## src/rtl/bitrev_reorder_ctrl_pkg.sv

```systemverilog
// Shared FFT definitions: frame-size helpers, bit-reversal and reorder read FSM states.
package fft_pkg;

    localparam int unsigned N_DEFAULT = 3;
    localparam int unsigned D_DEFAULT = 1 << N_DEFAULT;

    typedef enum logic {
        IDLE,
        DRAIN
    } rd_state_t;

    // Reverses the low n bits of v; bits at and above n are returned as zero.
    function automatic logic [15:0] rev_bits(input logic [15:0] v, input int unsigned n);
        logic [15:0] r;
        r = '0;
        for (int unsigned i = 0; i < 16; i++) begin
            if (i < n) r[i] = v[n - 1 - i];
        end
        return r;
    endfunction

endpackage

```

## src/rtl/bitrev_reorder_ctrl_addr_cnt.sv

```systemverilog
// N-bit wrapping address counter with terminal-count flag and bit-reversed view.
module bitrev_addr_cnt
    import fft_pkg::*;
#(
    parameter int unsigned N = N_DEFAULT
) (
    input  logic         clk,
    input  logic         rst,
    input  logic         en,
    output logic [N-1:0] cnt,
    output logic         tc,
    output logic [N-1:0] rev
);

    always_ff @(posedge clk) begin
        if (rst) cnt <= '0;
        else if (en) cnt <= cnt + 1'b1;
    end

    assign tc  = (cnt == '1);
    assign rev = N'(rev_bits(16'(cnt), N));

endmodule

```

## src/rtl/bitrev_reorder_ctrl.sv

```systemverilog
// Ping-pong reorder buffer address/handshake controller: bit-reversed writes, natural-order drain.
// Optional natural-order write mode for debug: BITREV_REORDER_BYPASS_EN.
module bitrev_reorder_ctrl
    import fft_pkg::*;
#(
    parameter int unsigned N = N_DEFAULT
) (
    input  logic         clk,
    input  logic         rst,
    input  logic         in_valid,
    output logic         in_ready,
    output logic         wr_en,
    output logic         wr_bank,
    output logic [N-1:0] wr_addr,
    output logic         rd_en,
    output logic         rd_bank,
    output logic [N-1:0] rd_addr,
    output logic         out_valid,
    input  logic         out_ready,
    output logic         out_last
`ifdef BITREV_REORDER_BYPASS_EN
    ,
    input  logic         bypass
`endif
);

    rd_state_t    state, state_nxt;
    logic [1:0]   full;
    logic [N-1:0] wcnt, wrev;
    logic         wtc, rtc, rd_active;

    bitrev_addr_cnt #(.N(N)) u_wcnt (
        .clk (clk),
        .rst (rst),
        .en  (wr_en),
        .cnt (wcnt),
        .tc  (wtc),
        .rev (wrev)
    );

    bitrev_addr_cnt #(.N(N)) u_rcnt (
        .clk (clk),
        .rst (rst),
        .en  (rd_en),
        .cnt (rd_addr),
        .tc  (rtc),
        .rev ()
    );

    assign in_ready = !full[wr_bank];
    assign wr_en    = in_valid & in_ready;

`ifdef BITREV_REORDER_BYPASS_EN
    logic bypass_mode;

    always_ff @(posedge clk) begin
        if (rst) bypass_mode <= 1'b0;
        else if (wcnt == '0 && rd_addr == '0 && full == 2'b00) bypass_mode <= bypass;
    end

    assign wr_addr = bypass_mode ? wcnt : wrev;
`else
    assign wr_addr = wrev;
`endif

    // A full bank is drained from the cycle its flag is visible, so IDLE never costs a cycle.
    always_comb begin
        rd_active = (state == DRAIN) | full[rd_bank];
        rd_en     = rd_active & (!out_valid | out_ready);
        state_nxt = state;
        if (rd_active) begin
            state_nxt = DRAIN;
            if (rd_en && rtc) begin
                state_nxt = (full[~rd_bank] | (wr_en & wtc & (wr_bank != rd_bank))) ? DRAIN : IDLE;
            end
        end
    end

    always_ff @(posedge clk) begin
        if (rst) state <= IDLE;
        else state <= state_nxt;
    end

    // Set and clear always address opposite banks, so both updates may land in one cycle.
    always_ff @(posedge clk) begin
        if (rst) begin
            full      <= '0;
            wr_bank   <= 1'b0;
            rd_bank   <= 1'b0;
            out_valid <= 1'b0;
            out_last  <= 1'b0;
        end else begin
            if (wr_en && wtc) begin
                full[wr_bank] <= 1'b1;
                wr_bank       <= ~wr_bank;
            end
            if (rd_en && rtc) begin
                full[rd_bank] <= 1'b0;
                rd_bank       <= ~rd_bank;
            end
            if (!out_valid || out_ready) begin
                out_valid <= rd_en;
                out_last  <= rd_en & rtc;
            end
        end
    end

endmodule

```

## config.mk

```make
export PLATFORM = sky130hd
export DESIGN_NAME = bitrev_reorder_ctrl
export DESIGN_NICKNAME = d
export VERILOG_FILES = /design/src/rtl/bitrev_reorder_ctrl_pkg.sv /design/src/rtl/bitrev_reorder_ctrl_addr_cnt.sv /design/src/rtl/bitrev_reorder_ctrl.sv
export SDC_FILE = /design/constraint.sdc
export NUM_CORES = 1
export LEC_CHECK = 0
export CAP_MARGIN = 20
export CORE_MARGIN = 2
export CORE_UTILIZATION = 49
export DETAILED_ROUTE_END_ITERATION = 6
export PLACE_DENSITY = 0.93
export SYNTH_ARGS = -nofsm -noshare
export SYNTH_HDL_FRONTEND = slang
export SYNTH_HIERARCHICAL = 1
export SYNTH_SLANG_ARGS = --single-unit
export TNS_END_PERCENT = 30
```

## constraint.sdc

```tcl
create_clock -name clk -period 4.3 [get_ports clk]
set_input_delay 0.86 -clock clk [delete_from_list [all_inputs] [get_ports clk]]
set_output_delay 0.86 -clock clk [all_outputs]
set_load 0.01 [all_outputs]
```

Yosys cells after proc, flatten, opt, wreduce, memory -nomap -nowiden:

Cells that the tools add are included.
W data, S select, Z words.

* flip-flop bits (word level): 13
* latch bits: 0
* bits in writable memories: 0
* bits in read-only memories: 0
* input port bits: 4
* word-level logic and storage cells: 53
* memories kept: 0

* add/sub/neg operators: 2
* $mul: 0
* div/mod/pow operators: 0
* order comparisons: 5
* equality and inequality tests: 3
* shift-type cells: 0
* multiplexer cells: 15
* bitwise logic cells: 13
* reductions and logical operators: 7

Operators by type and width (count)
* $mux W1: 10
* $add A3 B1 Y3 const B: 2
* $eq A3 B3 Y1 const B: 2
* $lt A1 B2 Y1 const B: 3
* $mux W2: 3
* $and A1 B1 Y1: 5
* $logic_and A1 B1 Y1: 4
* $or A1 B1 Y1: 3
* $and A2 B2 Y2: 1
* $demux W1 S1: 2
* $ge A1 B1 Y1 const B: 2
* $logic_not A1 Y1: 2
* $not A1 Y1: 2
* $not A2 Y2: 1
* $or A2 B2 Y2: 1
* $logic_or A1 B1 Y1: 1
* $ne A1 B1 Y1: 1

Longest topological paths before layout:

* depth in word-level cells: 9
* depth in mapped cells: 5
* mapped depth without buffers: 5

Modules after synthesis:

The synthesis kept the hierarchy.

Modules (own cells, without submodules)
* bitrev_reorder_ctrl: times used 1, cells each 37, area an instance 341.6 µm², sequential area each 140.1 µm²
* bitrev_addr_cnt: times used 2, cells each 14, area an instance 147.6 µm², sequential area each 60.1 µm²

Least setup slack after synthesis:

Ideal clock, no wire load.

* kind: input port to output port
* start point: in out_ready
* end point: out rd_en
* arrival: 1232 ps
* slack: 2208 ps
* stages on the path: 2
* path through: nor2b_1 > nor2_1

* cells in the longest elaborated chain, start to end: 2

Ends and longest elaborated chain
* start, declared: RTL line bitrev_reorder_ctrl.sv:19 `input logic out_ready,`
* $or A1 B1 Y1: RTL line bitrev_reorder_ctrl.sv:69 `rd_en = rd_active & (!out_valid | out_ready);`
* $and A1 B1 Y1: RTL line bitrev_reorder_ctrl.sv:69
* end, declared: RTL line bitrev_reorder_ctrl.sv:15 `output logic rd_en,`

Every way passes these cells.

Worst setup path after layout:

Ends and elaborated chain as after synthesis.

==> summary.md <==
| Metric | Value |
|---|---|
| Status | completed |
| Num CTS Buffers | 3 |
| RSZ-0062 raised after global routing | no |
| DR pass1 iterations | 4 |
| R2R setup slack | 2810 ps |
| Root Driver | clkbuf_4 |
| CTS Buffer Depth | 2 |
| GR Overflow Total | 0 |
| Pin count of the biggest net entering global routing | 15 |
| Post-Synthesis Cells | 62 |
| Hold_buf cts | 0 |
| Pin slew with the least headroom to its limit | 478.5 ps |
| Worst r2r src | rd_bank$_SDFFE_PP0N_ |
| CP Data Required Time | 3440 ps |
| Critical Path AT | 2270 ps |
| Clk_lat worst skew | 270 ps |
| Setup Buffers After CTS | 0 |
| Share of cells above drive strength 1 | 8.974% |
| Syn Nets | 70 |
| Via count | 481 |
| Worst reg2reg endpoint | u_rcnt/cnt[0]$_SDFFE_PP0P_ |
| TritonCTS clock tree | done |
| Total number of yosys warnings | 6 |
| Count of final setup violators | 0 |
| First DRT Iteration DRCs | 4 |
| Slew Limit Fails | 0 |
| Final worst slack | 1169 ps |
| Core area | 1141 µm² |
| H-tree depth | 1 |
| GR Util All Layers | 18.36% |
| Max-Cap Viols | 0 |
| Final nets | 87 |
| Via/cell ratio | 5.228 |
| Startpoint types | primary input |
| Worst hold path type | reg2reg |
| VDD IR max | 0.1812 mV |
| Total wire length | 1136 µm |
| Setup Total Neg Slack | 0 ps |
| Hold Fails Final Rpt | 0 |
| Minimum clock period | 3131 ps |
| Setup Skew | 3.234 ps |
| FF-to-FF path depth | 5 |
| Final Util | 69.41% |
| IO Port Bufs | 16 |
| Drt wl/cell | 12.35 µm |
| Vias in the first global route | 441 |
| CTS-repair resized insts | 0 |
| DP Worst Slack | 1157 ps |
| Final worst path period share | 72.81% |
| Power per cell area | 275.8 nW/µm² |
| Post-DP HPWL | 830.9 µm |
| Slew HR | 68.00% |
| Area growth, synth to finish | 28.92% |
| Kind of critical path | in2out |
| Hold Path Stages | 2 |
| Critical path capture point type | primary output |
| N_diodes | 0 |
| WHS Endpoint | out_last$_SDFFE_PP0N_ |
| Die Y | 39.41 µm |
| Highest Clock Rate | 0.3194 GHz |
| Hold_ws | 480.8 ps |
| Die Footprint | 1553 µm² |
| Avg Synthesized Cell Area | 9.909 µm² |
| IO Pins | 17 |
| Worst-path clk slew | 80 ps |
| Leakage Power | 0.3031 nW |
| Startpoint of the worst hold path | out_last$_SDFFE_PP0N_ |
| Antenna viol nets, final | 0 |
| Num Clock Sinks | 13 |
| Row count | 12 |
| Critical Path Fanout Max | 4 |
| Mapped cell area | 614.3 µm² |
| Antenna violations before repair | 0 |
| First-pass GRT wire length | 1869 µm |
| Initial Util | 53.84% |
| DRC viols | 0 |
| Die width | 39.41 µm |
| Routability Congestion | 0.7384 |
==> routing by layer <==
metal / up-vias / wire, µm / part of all wire, % / track usage [%]
li1: 244 / - / - / -
met4: 0 / 4 / 0.35 / 10.34
met1: 224 / 545 / 48 / 23.96
met2: 11 / 545 / 48 / 27.87
met3: 2 / 42 / 3.7 / 3.409
met5: - / 0 / 0 / 0
==> metrics by stage <==
| step | instance area (µm²) | std cells | total power [mW] |
|---|---|---|---|
| after global routing | 792.0 | 92 | 0.2270 |
| final | 792.0 | 92 | 0.2185 |
| after floorplan | 614.3 | 62 | 0.1373 |
| after CTS | 792.0 | 92 | 0.2204 |
| after detailed placement | 765.7 | 88 | 0.1447 |
| after global placement | 765.7 | 88 | 0.1439 |
==> layout make-up <==
cell class | instances | area (µm²)
multi-input combinational | 44 | 324.1
clock buffer | 4 | 26.28
sequential | 13 | 260.3
inverter | 1 | 3.754
fill | 104 | 349.1
tap | 14 | 17.52
timing repair buffer | 16 | 160.2
==> power by group <==
group          internal [mW]  switching [mW]  total (mW)
combinational         0.0101         0.00754      0.0176
sequential             0.122         0.00176       0.124
clock                 0.0359          0.0408      0.0767
==> placed cells by master (no fill, tap or decap), drive strengths merged <==
cell type / n
nand2: 2
nor2b: 1
clkbuf: 4
nand2b: 2
or2b: 1
or3: 1
mux2: 2
a31o: 1
inv: 1
ha: 4
o22ai: 1
o211ai: 1
nor2: 11
a211oi: 2
a21oi: 4
and2: 1
dfxtp: 13
o21ai: 1
clkdlybuf4s50: 16
mux2i: 5
o211a: 1
and3b: 1
xnor2: 2
==> state kept, by name, indices dropped and copies added (netlist names) <==
signal,cells
full,2
out_last,1
out_valid,1
rd_bank,1
state,1
u_rcnt/cnt,3
u_wcnt/cnt,3
wr_bank,1
==> worst max path at each step <==
stage          endpoint      start  depth (start not counted)  slack, ps
6_report          rd_en  out_ready                          4       1170
5_1_grt           rd_en  out_ready                          4       1120
4_1_cts           rd_en  out_ready                          4       1170
3_5_place_dp      rd_en  out_ready                          4       1160
3_3_place_gp      rd_en  out_ready                          4       1190
2_1_floorplan     rd_en  out_ready                          2       2210
==> worst max-delay path, cell delays in order <==
cell and delay, ps:
clkdlybuf4s50_1 470, nor2b_1 60, nor2_1 280, clkdlybuf4s50_1 610
No activity file was read; power rests on OpenSTA's default activity.
